==> config.mk <==
export PLATFORM = sky130hd
export DESIGN_NAME = axi_cache_bridge_flat
export DESIGN_NICKNAME = d
export VERILOG_FILES = /design/src/rtl/axi_cache_bridge_pkg.sv /design/src/rtl/axi_cache_bridge_if.sv /design/src/rtl/axi_cache_bridge.sv /design/src/flat_wrapper.sv
export SDC_FILE = /design/constraint.sdc
export NUM_CORES = 1
export LEC_CHECK = 0
export ABC_CLOCK_PERIOD_IN_PS = 3800
export CORE_AREA = 2 2 233 235
export DETAILED_ROUTE_END_ITERATION = 10
export DIE_AREA = 0 0 235 237
export RECOVER_POWER = 50
export SYNTH_ARGS = -nofsm -noshare
export SYNTH_HDL_FRONTEND = slang
export SYNTH_SLANG_ARGS = --single-unit
export TNS_END_PERCENT = 20
==> constraint.sdc <==
create_clock -name aclk -period 3.8 [get_ports aclk]
set_input_delay 0.38 -clock aclk [delete_from_list [all_inputs] [get_ports aclk]]
set_output_delay 0.38 -clock aclk [all_outputs]
set_load 0.02 [all_outputs]
==> src/rtl/axi_cache_bridge_pkg.sv <==
// -----------------------------------------------------------------------------
// axi_bridge_pkg
// Shared types and constants for the cache-to-AXI4 bridge: the bridge FSM
// state encoding, the INCR burst code and the AXI response codes.
// No ports (package).
// -----------------------------------------------------------------------------
package axi_bridge_pkg;

    typedef enum logic [2:0] {
        ST_IDLE = 3'd0,
        ST_AR   = 3'd1,
        ST_R    = 3'd2,
        ST_AW   = 3'd3,
        ST_W    = 3'd4,
        ST_B    = 3'd5
    } state_e;

    localparam logic [1:0] AXI_BURST_INCR  = 2'b01;

    localparam logic [1:0] AXI_RESP_OKAY   = 2'b00;
    localparam logic [1:0] AXI_RESP_EXOKAY = 2'b01;
    localparam logic [1:0] AXI_RESP_SLVERR = 2'b10;
    localparam logic [1:0] AXI_RESP_DECERR = 2'b11;

endpackage

==> src/rtl/axi_cache_bridge_if.sv <==
// -----------------------------------------------------------------------------
// axi_cache_bridge_if
// AXI4 bus bundle between the cache bridge (master) and an AXI4 slave.
// Channels: AW, W, B, AR, R with full AXI4 address-side sideband fields.
// Modports:
//   master - drives AW/W/AR payloads and valids, bready, rready
//   slave  - drives awready, wready, B channel, arready, R channel
// -----------------------------------------------------------------------------
interface axi_cache_bridge_if #(
    parameter int ADDR_W = 64,
    parameter int ID_W   = 8,
    parameter int DATA_W = 64
);

    // AW channel
    logic              awvalid;
    logic              awready;
    logic [ADDR_W-1:0] awaddr;
    logic [7:0]        awlen;
    logic [2:0]        awsize;
    logic [1:0]        awburst;
    logic              awlock;
    logic [3:0]        awcache;
    logic [2:0]        awprot;
    logic [3:0]        awqos;
    logic [3:0]        awregion;
    logic [ID_W-1:0]   awid;

    // W channel
    logic                wvalid;
    logic                wready;
    logic                wlast;
    logic [DATA_W-1:0]   wdata;
    logic [DATA_W/8-1:0] wstrb;

    // B channel
    logic            bvalid;
    logic            bready;
    logic [ID_W-1:0] bid;
    logic [1:0]      bresp;

    // AR channel
    logic              arvalid;
    logic              arready;
    logic [ADDR_W-1:0] araddr;
    logic [7:0]        arlen;
    logic [2:0]        arsize;
    logic [1:0]        arburst;
    logic              arlock;
    logic [3:0]        arcache;
    logic [2:0]        arprot;
    logic [3:0]        arqos;
    logic [3:0]        arregion;
    logic [ID_W-1:0]   arid;

    // R channel
    logic              rvalid;
    logic              rready;
    logic [ID_W-1:0]   rid;
    logic [1:0]        rresp;
    logic [DATA_W-1:0] rdata;
    logic              rlast;

    modport master (
        output awvalid, awaddr, awlen, awsize, awburst, awlock, awcache,
               awprot, awqos, awregion, awid,
        input  awready,
        output wvalid, wlast, wdata, wstrb,
        input  wready,
        input  bvalid, bid, bresp,
        output bready,
        output arvalid, araddr, arlen, arsize, arburst, arlock, arcache,
               arprot, arqos, arregion, arid,
        input  arready,
        input  rvalid, rid, rresp, rdata, rlast,
        output rready
    );

    modport slave (
        input  awvalid, awaddr, awlen, awsize, awburst, awlock, awcache,
               awprot, awqos, awregion, awid,
        output awready,
        input  wvalid, wlast, wdata, wstrb,
        output wready,
        output bvalid, bid, bresp,
        input  bready,
        input  arvalid, araddr, arlen, arsize, arburst, arlock, arcache,
               arprot, arqos, arregion, arid,
        output arready,
        output rvalid, rid, rresp, rdata, rlast,
        input  rready
    );

endinterface

==> src/rtl/axi_cache_bridge.sv <==
// -----------------------------------------------------------------------------
// axi_cache_bridge
// Single-outstanding AXI4 master turning cache refill (read) and writeback
// (write) requests into INCR bursts. Read beats and write responses come
// back on one response stream; exclusive (LR/SC) accesses are supported
// through req_lock and the forwarded EXOKAY/error responses.
//
// Ports:
//   aclk, arst            clock, asynchronous active-high reset
//   req_*                 request handshake: write/addr/len/size/lock
//   wd_*                  write-beat stream (data, strobes)
//   rsp_*                 response stream (read beats, or one write response)
//   proto_err             sticky flag: rlast disagreed with the beat count
//   m_axi                 AXI4 master bus (axi_cache_bridge_if.master)
// -----------------------------------------------------------------------------
module axi_cache_bridge
    import axi_bridge_pkg::*;
#(
    parameter int AXI_ADDR_W = 64,
    parameter int AXI_ID_W   = 8,
    parameter int AXI_DATA_W = 64,
    parameter int MST_ID     = 0
) (
    input  logic                    aclk,
    input  logic                    arst,

    input  logic                    req_valid,
    output logic                    req_ready,
    input  logic                    req_write,
    input  logic [AXI_ADDR_W-1:0]   req_addr,
    input  logic [7:0]              req_len,
    input  logic [2:0]              req_size,
    input  logic                    req_lock,

    input  logic                    wd_valid,
    output logic                    wd_ready,
    input  logic [AXI_DATA_W-1:0]   wd_data,
    input  logic [AXI_DATA_W/8-1:0] wd_strb,

    output logic                    rsp_valid,
    input  logic                    rsp_ready,
    output logic [AXI_DATA_W-1:0]   rsp_data,
    output logic                    rsp_last,
    output logic [1:0]              rsp_resp,

    output logic                    proto_err,

    axi_cache_bridge_if.master      m_axi
);

    state_e                  state_q;
    state_e                  state_d;
    logic [AXI_ADDR_W-1:0]   addr_q;
    logic [7:0]              len_q;
    logic [2:0]              size_q;
    logic                    lock_q;
    logic [7:0]              beat_cnt;
    logic                    proto_err_q;

    logic                    r_hs;
    logic                    w_hs;
    logic                    b_hs;
    logic                    cnt_zero;

    // IDs are constant for a single-outstanding master, so returned IDs
    // carry no information and are intentionally ignored.
    logic                    unused_ids;
    assign unused_ids = ^{m_axi.rid, m_axi.bid};

    assign cnt_zero = (beat_cnt == 8'd0);
    assign r_hs     = (state_q == ST_R) && m_axi.rvalid && rsp_ready;
    assign w_hs     = (state_q == ST_W) && wd_valid && m_axi.wready;
    assign b_hs     = (state_q == ST_B) && m_axi.bvalid && rsp_ready;

    // Address-channel payload always comes from the captured registers so it
    // stays stable while valid waits for ready.
    assign m_axi.awaddr   = addr_q;
    assign m_axi.awlen    = len_q;
    assign m_axi.awsize   = size_q;
    assign m_axi.awburst  = AXI_BURST_INCR;
    assign m_axi.awlock   = lock_q;
    assign m_axi.awcache  = 4'd0;
    assign m_axi.awprot   = 3'd0;
    assign m_axi.awqos    = 4'd0;
    assign m_axi.awregion = 4'd0;
    assign m_axi.awid     = AXI_ID_W'(MST_ID);

    assign m_axi.araddr   = addr_q;
    assign m_axi.arlen    = len_q;
    assign m_axi.arsize   = size_q;
    assign m_axi.arburst  = AXI_BURST_INCR;
    assign m_axi.arlock   = lock_q;
    assign m_axi.arcache  = 4'd0;
    assign m_axi.arprot   = 3'd0;
    assign m_axi.arqos    = 4'd0;
    assign m_axi.arregion = 4'd0;
    assign m_axi.arid     = AXI_ID_W'(MST_ID);

    assign m_axi.wdata    = wd_data;
    assign m_axi.wstrb    = wd_strb;

    assign proto_err      = proto_err_q;

    always_ff @(posedge aclk or posedge arst) begin
        if (arst) begin
            state_q <= ST_IDLE;
        end else begin
            state_q <= state_d;
        end
    end

    // Next state plus all handshake outputs. Valids depend only on the state
    // register (and on the pass-through source valids), never on a ready.
    always_comb begin
        state_d          = state_q;
        req_ready        = 1'b0;
        wd_ready         = 1'b0;
        rsp_valid        = 1'b0;
        rsp_data         = '0;
        rsp_last         = 1'b0;
        rsp_resp         = AXI_RESP_OKAY;
        m_axi.arvalid    = 1'b0;
        m_axi.awvalid    = 1'b0;
        m_axi.wvalid     = 1'b0;
        m_axi.wlast      = 1'b0;
        m_axi.bready     = 1'b0;
        m_axi.rready     = 1'b0;

        case (state_q)
            ST_IDLE: begin
                req_ready = 1'b1;
                if (req_valid) begin
                    state_d = req_write ? ST_AW : ST_AR;
                end
            end
            ST_AR: begin
                m_axi.arvalid = 1'b1;
                if (m_axi.arready) begin
                    state_d = ST_R;
                end
            end
            ST_R: begin
                rsp_valid    = m_axi.rvalid;
                m_axi.rready = rsp_ready;
                rsp_data     = m_axi.rdata;
                rsp_resp     = m_axi.rresp;
                rsp_last     = m_axi.rlast;
                // The slave's rlast ends the burst even if the count disagrees.
                if (r_hs && m_axi.rlast) begin
                    state_d = ST_IDLE;
                end
            end
            ST_AW: begin
                m_axi.awvalid = 1'b1;
                if (m_axi.awready) begin
                    state_d = ST_W;
                end
            end
            ST_W: begin
                m_axi.wvalid = wd_valid;
                wd_ready     = m_axi.wready;
                m_axi.wlast  = cnt_zero;
                if (w_hs && cnt_zero) begin
                    state_d = ST_B;
                end
            end
            ST_B: begin
                rsp_valid    = m_axi.bvalid;
                m_axi.bready = rsp_ready;
                rsp_last     = 1'b1;
                rsp_resp     = m_axi.bresp;
                if (b_hs) begin
                    state_d = ST_IDLE;
                end
            end
            default: begin
                state_d = ST_IDLE;
            end
        endcase
    end

    // Request capture, remaining-beat counter and sticky protocol flag.
    always_ff @(posedge aclk or posedge arst) begin
        if (arst) begin
            addr_q      <= '0;
            len_q       <= 8'd0;
            size_q      <= 3'd0;
            lock_q      <= 1'b0;
            beat_cnt    <= 8'd0;
            proto_err_q <= 1'b0;
        end else begin
            if ((state_q == ST_IDLE) && req_valid) begin
                addr_q   <= req_addr;
                len_q    <= req_len;
                size_q   <= req_size;
                lock_q   <= req_lock;
                beat_cnt <= req_len;
            end else if (r_hs || w_hs) begin
                beat_cnt <= beat_cnt - 8'd1;
            end

            if (r_hs && (m_axi.rlast != cnt_zero)) begin
                proto_err_q <= 1'b1;
            end
        end
    end

endmodule
==> src/flat_wrapper.sv <==
// flat-port wrapper written by rule: the top's interface ports become plain ports
module axi_cache_bridge_flat import axi_bridge_pkg::*;
#(
    parameter int AXI_ADDR_W = 64,
    parameter int AXI_ID_W   = 8,
    parameter int AXI_DATA_W = 64,
    parameter int MST_ID     = 0
)
  (aclk, arst, req_valid, req_ready, req_write, req_addr, req_len, req_size, req_lock, wd_valid, wd_ready, wd_data, wd_strb, rsp_valid, rsp_ready, rsp_data, rsp_last, rsp_resp, proto_err, m_axi_awvalid, m_axi_awaddr, m_axi_awlen, m_axi_awsize, m_axi_awburst, m_axi_awlock, m_axi_awcache, m_axi_awprot, m_axi_awqos, m_axi_awregion, m_axi_awid, m_axi_awready, m_axi_wvalid, m_axi_wlast, m_axi_wdata, m_axi_wstrb, m_axi_wready, m_axi_bvalid, m_axi_bid, m_axi_bresp, m_axi_bready, m_axi_arvalid, m_axi_araddr, m_axi_arlen, m_axi_arsize, m_axi_arburst, m_axi_arlock, m_axi_arcache, m_axi_arprot, m_axi_arqos, m_axi_arregion, m_axi_arid, m_axi_arready, m_axi_rvalid, m_axi_rid, m_axi_rresp, m_axi_rdata, m_axi_rlast, m_axi_rready);
  axi_cache_bridge_if m_axi_i ();
  input  logic aclk;
  input  logic arst;
  input  logic req_valid;
  output logic req_ready;
  input  logic req_write;
  input  logic [AXI_ADDR_W-1:0] req_addr;
  input  logic [7:0] req_len;
  input  logic [2:0] req_size;
  input  logic req_lock;
  input  logic wd_valid;
  output logic wd_ready;
  input  logic [AXI_DATA_W-1:0] wd_data;
  input  logic [AXI_DATA_W/8-1:0] wd_strb;
  output logic rsp_valid;
  input  logic rsp_ready;
  output logic [AXI_DATA_W-1:0] rsp_data;
  output logic rsp_last;
  output logic [1:0] rsp_resp;
  output logic proto_err;
  output wire logic [$bits(m_axi_i.awvalid)-1:0] m_axi_awvalid;
  output wire logic [$bits(m_axi_i.awaddr)-1:0] m_axi_awaddr;
  output wire logic [$bits(m_axi_i.awlen)-1:0] m_axi_awlen;
  output wire logic [$bits(m_axi_i.awsize)-1:0] m_axi_awsize;
  output wire logic [$bits(m_axi_i.awburst)-1:0] m_axi_awburst;
  output wire logic [$bits(m_axi_i.awlock)-1:0] m_axi_awlock;
  output wire logic [$bits(m_axi_i.awcache)-1:0] m_axi_awcache;
  output wire logic [$bits(m_axi_i.awprot)-1:0] m_axi_awprot;
  output wire logic [$bits(m_axi_i.awqos)-1:0] m_axi_awqos;
  output wire logic [$bits(m_axi_i.awregion)-1:0] m_axi_awregion;
  output wire logic [$bits(m_axi_i.awid)-1:0] m_axi_awid;
  input wire logic [$bits(m_axi_i.awready)-1:0] m_axi_awready;
  output wire logic [$bits(m_axi_i.wvalid)-1:0] m_axi_wvalid;
  output wire logic [$bits(m_axi_i.wlast)-1:0] m_axi_wlast;
  output wire logic [$bits(m_axi_i.wdata)-1:0] m_axi_wdata;
  output wire logic [$bits(m_axi_i.wstrb)-1:0] m_axi_wstrb;
  input wire logic [$bits(m_axi_i.wready)-1:0] m_axi_wready;
  input wire logic [$bits(m_axi_i.bvalid)-1:0] m_axi_bvalid;
  input wire logic [$bits(m_axi_i.bid)-1:0] m_axi_bid;
  input wire logic [$bits(m_axi_i.bresp)-1:0] m_axi_bresp;
  output wire logic [$bits(m_axi_i.bready)-1:0] m_axi_bready;
  output wire logic [$bits(m_axi_i.arvalid)-1:0] m_axi_arvalid;
  output wire logic [$bits(m_axi_i.araddr)-1:0] m_axi_araddr;
  output wire logic [$bits(m_axi_i.arlen)-1:0] m_axi_arlen;
  output wire logic [$bits(m_axi_i.arsize)-1:0] m_axi_arsize;
  output wire logic [$bits(m_axi_i.arburst)-1:0] m_axi_arburst;
  output wire logic [$bits(m_axi_i.arlock)-1:0] m_axi_arlock;
  output wire logic [$bits(m_axi_i.arcache)-1:0] m_axi_arcache;
  output wire logic [$bits(m_axi_i.arprot)-1:0] m_axi_arprot;
  output wire logic [$bits(m_axi_i.arqos)-1:0] m_axi_arqos;
  output wire logic [$bits(m_axi_i.arregion)-1:0] m_axi_arregion;
  output wire logic [$bits(m_axi_i.arid)-1:0] m_axi_arid;
  input wire logic [$bits(m_axi_i.arready)-1:0] m_axi_arready;
  input wire logic [$bits(m_axi_i.rvalid)-1:0] m_axi_rvalid;
  input wire logic [$bits(m_axi_i.rid)-1:0] m_axi_rid;
  input wire logic [$bits(m_axi_i.rresp)-1:0] m_axi_rresp;
  input wire logic [$bits(m_axi_i.rdata)-1:0] m_axi_rdata;
  input wire logic [$bits(m_axi_i.rlast)-1:0] m_axi_rlast;
  output wire logic [$bits(m_axi_i.rready)-1:0] m_axi_rready;
  assign m_axi_awvalid = m_axi_i.awvalid;
  assign m_axi_awaddr = m_axi_i.awaddr;
  assign m_axi_awlen = m_axi_i.awlen;
  assign m_axi_awsize = m_axi_i.awsize;
  assign m_axi_awburst = m_axi_i.awburst;
  assign m_axi_awlock = m_axi_i.awlock;
  assign m_axi_awcache = m_axi_i.awcache;
  assign m_axi_awprot = m_axi_i.awprot;
  assign m_axi_awqos = m_axi_i.awqos;
  assign m_axi_awregion = m_axi_i.awregion;
  assign m_axi_awid = m_axi_i.awid;
  assign m_axi_i.awready = m_axi_awready;
  assign m_axi_wvalid = m_axi_i.wvalid;
  assign m_axi_wlast = m_axi_i.wlast;
  assign m_axi_wdata = m_axi_i.wdata;
  assign m_axi_wstrb = m_axi_i.wstrb;
  assign m_axi_i.wready = m_axi_wready;
  assign m_axi_i.bvalid = m_axi_bvalid;
  assign m_axi_i.bid = m_axi_bid;
  assign m_axi_i.bresp = m_axi_bresp;
  assign m_axi_bready = m_axi_i.bready;
  assign m_axi_arvalid = m_axi_i.arvalid;
  assign m_axi_araddr = m_axi_i.araddr;
  assign m_axi_arlen = m_axi_i.arlen;
  assign m_axi_arsize = m_axi_i.arsize;
  assign m_axi_arburst = m_axi_i.arburst;
  assign m_axi_arlock = m_axi_i.arlock;
  assign m_axi_arcache = m_axi_i.arcache;
  assign m_axi_arprot = m_axi_i.arprot;
  assign m_axi_arqos = m_axi_i.arqos;
  assign m_axi_arregion = m_axi_i.arregion;
  assign m_axi_arid = m_axi_i.arid;
  assign m_axi_i.arready = m_axi_arready;
  assign m_axi_i.rvalid = m_axi_rvalid;
  assign m_axi_i.rid = m_axi_rid;
  assign m_axi_i.rresp = m_axi_rresp;
  assign m_axi_i.rdata = m_axi_rdata;
  assign m_axi_i.rlast = m_axi_rlast;
  assign m_axi_rready = m_axi_i.rready;
  axi_cache_bridge #(.AXI_ADDR_W(AXI_ADDR_W), .AXI_ID_W(AXI_ID_W), .AXI_DATA_W(AXI_DATA_W), .MST_ID(MST_ID)) u_core (.aclk(aclk), .arst(arst), .req_valid(req_valid), .req_ready(req_ready), .req_write(req_write), .req_addr(req_addr), .req_len(req_len), .req_size(req_size), .req_lock(req_lock), .wd_valid(wd_valid), .wd_ready(wd_ready), .wd_data(wd_data), .wd_strb(wd_strb), .rsp_valid(rsp_valid), .rsp_ready(rsp_ready), .rsp_data(rsp_data), .rsp_last(rsp_last), .rsp_resp(rsp_resp), .proto_err(proto_err), .m_axi(m_axi_i));
endmodule
==> results of run 1 <==
## area by class of cell
class | instances | area [sq um] | area share, %
clock inverter | 6 | 70.1 | 0.758
clock buffer | 9 | 225 | 2.44
tap | 696 | 871 | 9.42
antenna | 1 | 2.50 | 0.0271
multi-input combinational | 417 | 1970 | 21.3
timing repair buffer | 388 | 3890 | 42.1
sequential | 88 | 2200 | 23.8
inverter | 4 | 15.0 | 0.162
## per-stage QoR
step / std cells / area, sq um
after floorplan: 735 / 5800
after global placement: 1593 / 8950
after detailed placement: 1593 / 8950
after CTS: 1608 / 9240
after global routing: 1609 / 9240
final: 1609 / 9240
## cell families after synthesis
family / Yosys count
buf+inv: 230
simple gates: 334
compound gates: 22
flops: 88
mux: 2
fa+ha+maj: 2
xor+xnor: 7
other cells: 2
## how the worst max path moves through the flow
stage                      startpoint                  to  slack [ns]  depth (start not counted)
finish              u_core.state_q[0]         rsp_resp[1]        0.78                          4
global placement    u_core.state_q[0]         rsp_resp[1]        1.15                          4
CTS                 u_core.state_q[0]         rsp_resp[1]        0.69                          4
detailed placement  u_core.state_q[0]         rsp_resp[1]        1.14                          4
floorplan                        arst  u_core.beat_cnt[0]        1.14                          1
global route                     arst  u_core.beat_cnt[6]        0.43                          2
## critical path, delay by kind of cell, from the launching register on
kind / cells / cell delay [ns]
buffers and inverters: 2 / 1.02
flip-flops: 1 / 0.52
AND/OR/NAND/NOR: 1 / 0.46
AO/OA/AOI/OAI: 1 / 0.24
## power by group
| group | total (mW) | switching [mW] | leakage (nW) | internal (mW) |
|---|---|---|---|---|
| logic | 4.51 | 2.47 | 2.80 | 2.03 |
| registers | 1.79 | 0.410 | 1.09 | 1.38 |
| clock network | 0.935 | 0.425 | 0.134 | 0.509 |
| total | 7.23 | 3.31 | 4.02 | 3.93 |
## cell usage after synthesis
cell,count
clkbuf_2,1
o2bb2ai_4,1
a31oi_1,1
buf_6,1
a211o_1,1
nor3b_1,1
inv_1,4
buf_4,198
o21ai_0,4
a21oi_1,4
dfrtp_1,88
ha_1,2
or2_2,1
and3_1,2
o21ai_1,2
o211ai_1,1
or3b_4,1
and2_1,68
nor2_1,11
conb_1,2
or2b_1,1
nor3_1,5
o211a_1,1
nand2b_1,1
nand3_1,5
a22o_1,3
xor2_1,5
a21o_1,2
mux2_1,1
mux2i_1,1
nor3b_4,1
nand2_1,235
clkbuf_1,10
nand4_2,1
buf_2,16
nor4_2,1
a31o_2,1
a32o_1,1
xnor2_1,2
## routing by layer
layer	part of all wire [%]	track usage [%]	vias up
li1	-	-	2299
met1	31	7.93	2288
met2	54	17.5	379
met3	12	4.49	42
met4	2.8	3.78	4
met5	0.089	0	-
## state kept, by name, indices dropped and copies added, names as in the netlist
name                 cells
u_core.proto_err         1
u_core.m_axi.arlock      1
u_core.beat_cnt          8
u_core.m_axi.arsize      3
u_core.m_axi.araddr     64
u_core.m_axi.arlen       8
u_core.state_q           3
## cells in the final DEF, fill, tap and decap left out, drive strengths merged, types with 2 or more instances in the layout
| cell type | instances |
|---|---|
| nand3 | 5 |
| conb | 50 |
| o21ai | 6 |
| nor2 | 11 |
| clkbuf | 9 |
| nor3b | 2 |
| inv | 5 |
| xnor2 | 2 |
| ha | 2 |
| dlygate4sd3 | 79 |
| buf | 4 |
| a22o | 3 |
| a21o | 2 |
| and2 | 68 |
| clkdlybuf4s50 | 305 |
| nor3 | 5 |
| and3 | 2 |
| xor2 | 5 |
| nand2 | 235 |
| a21oi | 4 |
| dfrtp | 88 |
| clkinvlp | 3 |
==> impl_metrics.ini, run 1 <==
[status]
violations = capacitance limit, slew limit
status = complete, but fails checks

[synthesis]
synth_compound_area_share_pct = 3.03
synth.lib_cells_used.distinct = 39
synth.area.mux_share_pct = 0.379
synth_area_per_cell_sq_um = 8.18
synth_simple_gate_area_share_pct = 26.6
synth-seq-area-share_pct = 39.2
synth_top_cells_by_area = dfrtp_1 39%, buf_4 26%, nand2_1 16%
yosys.area.top_type_share_pct = 39.2
synthesis.instances = 687
yosysWarningCount = 0
post-synth-top-area-cell = dfrtp_1
synth-seq-cells = 88
synth_adder_area_share_pct = 0.446
netlist_area_sq_mm = 0.00562
synth_top_family_by_area = buffers and inverters
yosys.area_share.xor_xnor_pct = 1.09

[setup_path]
timing.reg2reg.setup_slack_ns = 1.22
worst_setup_path_start_kind = flip-flop
stage_delay_of_the_slowest_cell_on_the_critical_path_ns = 0.68
worstPathMaxFanout = 35
timing.setup.critical_path_class = reg2out
worstSetupEndpointType = output port
rr_worst_depth = 4
crit_required_ns = 3.42
crit_path_top_delay_cell = clkdlybuf4s50_1
crit-reg2reg-launch = u_core.state_q[0]
worst_ep_arrival_time_ns = 2.64
r2r_end = u_core.beat_cnt[1]
timing.critical_path.cells = nor3b_4 -> buf_4 -> a22o_1 -> clkdlybuf4s50_1

[finish]
area_growth_pct = 64.5
fillCellCount = 5923
nets = 1154
final_core_utilization_pct = 17.3
layout-drive-gt1-share_pct = 3.07

[timing]
maxSlewViolCount = 58
postLayoutSetupSlackWorst_ns = 0.782
maxSlewHeadroom_pct = -65.6
timing.clock.skew_ns = 0.0153
period_needed_ns = 3.02
unrepaired_setup_endpoints_after_global_routing = false
setup_tns_ns = 0
max_freq_ghz = 0.331
final_setup_viols = 0
finalHoldWorstSlack_ns = 0.476
slew_at_the_pin_closest_to_its_max_slew_limit_ns = 2.48
part_of_the_cycle_the_worst_path_needs_pct = 79.4
timing_hold_violations_final = 0

[hold_path]
min_to = u_core.proto_err
min_delay_path_depth = 1
holdCritPathClass = reg2reg
min_from = u_core.proto_err

[clock_tree]
cts.repair.resized = 0
ctsLongestPathBuffers = 2
cts_sink_cnt = 88
clk_transition_reported_paths_ns = 0.08
htreeDepth = 3
cts.root.buffer_cell = clkbuf_16
postCtsHoldBufs = 0
cts_inserted_buffers = 9
insertion_delay_ns = 0.38
postCtsSetupBuffers = 0
tritoncts = yes

[route]
dr.first_iter.drc_count = 184
dr_total_vias = 5012
drt_pass1_iterations = 4
viasPerCell = 3.11
route.detailed.drc = 0
avgRoutedWirePerCell_microns = 16.1
antenna_left = 0
finalWirelength_microns = 25900

[floorplanning]
ios = 595
initial_util_pct = 10.5
row_count = 85
die-height_microns = 237
chipWidth_microns = 235
fp.dieArea_sq_mm = 0.0557
core_sq_mm = 0.0533

[grt]
grt_overflow_total = 0
grt_max_degree = 81
track_usage_pct = 9.09
antenna_found_initial = 13
grt_first_pass_wirelength_microns = 35500
first_global_vias = 4978

[placement]
gp_routability_congestion = 0.881
dpl_worst_slack_ns = 1.14
portBuffers = 384
dp_hpwl_microns = 21600

[power]
tot_pwr_mw = 7.23
power.density_mw_per_mm2 = 783
leakage_nw = 4.02
vdd_drop_max_mv = 0.332

[run]
cap_viol_max_count = 1
No activity file was read; power rests on OpenSTA's default activity.
==> run 2: changes to the inputs <==
ABC_CLOCK_PERIOD_IN_PS = 2900   (was 3800)
CORE_AREA = 2 2 234 236   (was 2 2 233 235)
DIE_AREA = 0 0 236 238   (was 0 0 235 237)
clock period = 2.9 ns   (was 3.8 ns; I/O delays follow)
==> impl_metrics.ini, run 2 (same netlist as run 1, synthesis figures left out) <==
[status]
status = complete, but fails checks
violations = capacitance limit, slew limit

[finish]
most_common_cell_after_layout_fill_and_taps_aside = clkdlybuf4s50_1
final_core_utilization_pct = 17.3
layout-drive-gt1-share_pct = 3.50
max_ffs_per_register = 64
layout.cell_area.non_filler_sq_mm = 0.00928
nets = 1157
commonest_cells_after_routing_fill_and_taps_aside = 304 x clkdlybuf4s50_1, 234 x nand2_1, 88 x dfrtp_1
non_filler_cells_final = 1612
area_growth_pct = 65.2

[clock_tree]
cts_sink_cnt = 88
ctsLongestPathBuffers = 2
tritoncts = yes
postCtsSetupBuffers = 0
cts_inserted_buffers = 9
clk_transition_reported_paths_ns = 0.08
cts.repair.resized = 0
cts.root.buffer_cell = clkbuf_16
htreeDepth = 3
insertion_delay_ns = 0.38
postCtsHoldBufs = 0

[power]
tot_pwr_mw = 9.54
switching_share_pct = 45.4
internal_power_mw = 5.20
power.density_mw_per_mm2 = 1030
switchingPower_mw = 4.34
seq_power_share_pct = 24.5
power_frac_clock_pct = 12.9
vdd_drop_max_mv = 0.359
comb_power_share_pct = 62.5
leakage_nw = 4.05

[placement]
gp_routability_congestion = 0.898
dp_hpwl_microns = 23900
placement.cell_area_sq_mm = 0.00899
portBuffers = 384
total_instance_count_after_detailed_placement = 1596

[grt]
first_global_vias = 5009
track_usage_pct = 9.71
grt_overflow_total = 0
grt_first_pass_wirelength_microns = 37800
antenna_found_initial = 19
grt_max_degree = 61

[timing]
maxSlewViolCount = 34
unrepaired_setup_endpoints_after_global_routing = false
timing_hold_violations_final = 0
period_needed_ns = 2.74
part_of_the_cycle_the_worst_path_needs_pct = 94.6
setup_tns_ns = 0
max_freq_ghz = 0.365
maxSlewHeadroom_pct = -10.2
timing.clock.skew_ns = 0.0188
slew_at_the_pin_closest_to_its_max_slew_limit_ns = 1.64
final_setup_viols = 0

[floorplanning]
chipWidth_microns = 236
row_count = 85
initial_util_pct = 10.5
die-height_microns = 238
core_sq_mm = 0.0535
fp.dieArea_sq_mm = 0.0562
ios = 595

[route]
avgRoutedWirePerCell_microns = 17.3
dr.first_iter.drc_count = 133
finalWirelength_microns = 27800
drt_pass1_iterations = 4
antenna_left = 0
route.detailed.drc = 0
viasPerCell = 3.14
dr_total_vias = 5069

[setup_path]
crit_required_ns = 2.61
timing.reg2reg.setup_slack_ns = 0.79
timing.setup.critical_path_class = reg2out
worstPathMaxFanout = 4
r2r_end = u_core.beat_cnt[7]
rr_worst_depth = 5
worst_ep_arrival_time_ns = 2.45
cp-endpoint = m_axi_wlast
worstSetupEndpointType = output port
crit-reg2reg-launch = u_core.state_q[0]
worst_setup_path_start_kind = flip-flop
worst_setup_path_startpoint = u_core.beat_cnt[0]

[run]
cap_viol_max_count = 1

[hold_path]
holdCritPathClass = in2reg
==> run 2: changes by cell type in the layout (fill, tap and decap cells not counted) <==
cell and delta:
inv_6 -1, clkbuf_8 +1, inv_1 -1, clkdlybuf4s50_1 -1, clkinvlp_2 +1, buf_4 +1, clkinv_2 +1, buf_12 +1
clkinv_4 -1, dlymetal6s2s_1 +1, clkbuf_4 +1
==> run 2: layout make-up <==
type	count	area, sq um
Inverter	4	16.3
Clock inverter	5	57.6
Multi-Input combinational cell	417	1970
Clock buffer	10	239
Antenna cell	1	2.50
Tap cell	696	871
Timing Repair Buffer	391	3920
Fill cell	5982	44200
Sequential cell	88	2200
==> run 2: how the worst min path moves through the flow <==
stage	cells after the start	start	to
after floorplan	2	req_addr[0]	u_core.m_axi.araddr[0]
after global routing	3	req_addr[44]	u_core.m_axi.araddr[44]
after detailed placement	1	u_core.proto_err	u_core.proto_err
after global placement	1	u_core.proto_err	u_core.proto_err
final	3	req_addr[47]	u_core.m_axi.araddr[47]
after CTS	2	arst	u_core.m_axi.arsize[2]
==> run 2: metal layers <==
layer	vias to the layer above	track usage, %	routed length [microns]	part of all wire [%]
met5	-	0.693	91	0.33
met4	8	2.39	612	2.2
met3	55	4.65	2870	10
met2	406	19.2	15600	56
met1	2302	8.67	8700	31
li1	2298	-	-	-
==> run 2: worst max-delay path, cell delays in order (launching register included) <==
cell and delay (ns):
dfrtp_1 0.42, inv_1 0.13, ha_1 0.15, nor3b_1 0.23
nand2_1 0.28, nor2_1 0.23, clkdlybuf4s50_1 0.65
==> run 2: per-stage QoR <==
step | setup WS [ns] | hold slack, ns
after floorplan | 0.331 | 0.395
after global placement | 0.523 | 0.476
after detailed placement | 0.539 | 0.461
after CTS | 0.0806 | 0.295
after global routing | 0.00920 | 0.417
final | 0.158 | 0.437
==> run 2: power by group through the flow <==
stage / combinational (mW) / sequential [mW] / clock, mW
floorplan: 3.30 / 2.85 / 0
global placement: 6.21 / 2.35 / 0
detailed placement: 6.25 / 2.40 / 0
CTS: 6.26 / 2.38 / 1.33
global route: 6.37 / 2.44 / 1.38
finish: 5.97 / 2.34 / 1.23
==> edit: new RTL, flow settings as in run 2 <==
Register the output `proto_err` once more; this adds one clock of latency there. The other outputs are not delayed to match.
--- a/src/rtl/axi_cache_bridge.sv
+++ b/src/rtl/axi_cache_bridge.sv
@@ -100,5 +100,7 @@
     assign m_axi.wstrb    = wd_strb;
 
-    assign proto_err      = proto_err_q;
+    always_ff @(posedge aclk) begin
+        proto_err <= proto_err_q;
+    end
 
     always_ff @(posedge aclk or posedge arst) begin
Function: changed (a bounded check fails within 4 cycles, from zero or initial values and one cycle with arst high).
==> edit against run 2 <==
Routed wire length fell by 21%. Non-clock buffer count increased by 1. Power grew 2.8%. Design area grew 0.71%. Synthesized cell count rose by 1.2%. Fmax rose by 2.2%. Setup slack better by 58 ps. Area after synthesis up 0.62%. Count of clock-buffer cells in the layout down 1. Sequential cell count grew 1. Via count is 2.5% lower. Critical endpoint is now rsp_data[52]. Largest cell class unchanged.
==> edit: results (changes against run 2) <==
The tools report the worst setup slack after placement as 248 ps (was 539 ps). The xor-xnor portion of the synthesized cell area is 0.00310 (was 0.0109), and the adder-cell share of the synthesized area is 0.00443 (was 0.00446). The average instance area after synthesis works out to 8.13 um2 (was 8.18 um2). The routability congestion estimate was 0.705 (was 0.898). The capture point of the worst path is rsp_data[52] (was m_axi_wlast). The largest incremental delay on the critical path came out at 620 ps (was 650 ps). The run finished with clean final reports. Highest achievable clock rate: 373 MHz (was 365 MHz). The tools report the minimum hold slack as 383 ps (was 437 ps). The end of the worst register-to-register path was u_core.m_axi.araddr[59]$_DFFE_PP0P_ (was u_core.beat_cnt[7]$_DFFE_PP0P_).

The global-route wire length before repair came out at 31,600 um (was 37,800 um). The fraction of final layout cells with drive strength greater than 1 is 0.0367 (was 0.0350). For the final layout net count, the log shows 1,167 (was 1,157).

The uppermost layer routed was met4 (was met5). The wire length on met2 is 10,900 um (was 15,600 um), and the routed wire length is 22,100 um (was 27,800 um). For the half-perimeter wire length after detailed placement, the log shows 17,300 um (was 23,900 um). The data arrival time of the critical path was 2390 ps (was 2450 ps); the layout overhead on the synthesized area was 65.4% (was 65.2%). The async set-or-reset flop fraction in the synthesized netlist is 0.989 (was 1.00), and the pin slew with the least headroom to its limit is 1320 ps (was 1640 ps). The startpoint of the most critical hold path was u_core.proto_err_q$_DFFE_PP0P_ (was req_addr[47]). The tools report the met2 usage as 0.127 (was 0.192). Cell types with the highest counts after synthesis: sky130_fd_sc_hd__nand2_1, sky130_fd_sc_hd__buf_4, sky130_fd_sc_hd__dfrtp_1, sky130_fd_sc_hd__and2_1, sky130_fd_sc_hd__clkbuf_1 (was sky130_fd_sc_hd__nand2_1, sky130_fd_sc_hd__buf_4, sky130_fd_sc_hd__dfrtp_1, sky130_fd_sc_hd__and2_1, sky130_fd_sc_hd__buf_2).
## edit: changes by cell type in the layout (fill, tap and decap cells not counted), moves of 4 or more
cell,change
sky130_fd_sc_hd__a31oi_1,+6
sky130_fd_sc_hd__a21oi_1,-4
sky130_fd_sc_hd__or3_1,+4
sky130_fd_sc_hd__xor2_1,-5
## edit: final cells by class
cell class / instances / area [um2]
fill: 5966 / 44100
timing repair buffer: 392 / 3910
sequential: 89 / 2220
multi-input combinational: 424 / 2020
tap: 696 / 871
clock buffer: 9 / 225
clock inverter: 7 / 77.6
inverter: 5 / 20.0
antenna: 1 / 2.50
## edit: report_power, final
part | switching (W) | internal, W | total (W)
clock | 0.000602 | 0.000677 | 0.00128
sequential | 0.000564 | 0.00184 | 0.00240
combinational | 0.00336 | 0.00277 | 0.00613
## edit: worst max-delay path, delay by kind of cell (launching register included)
family	cells	cell delay (ps)
AND/OR/NAND/NOR	3	560
flip-flops	1	550
buffers and inverters	2	880
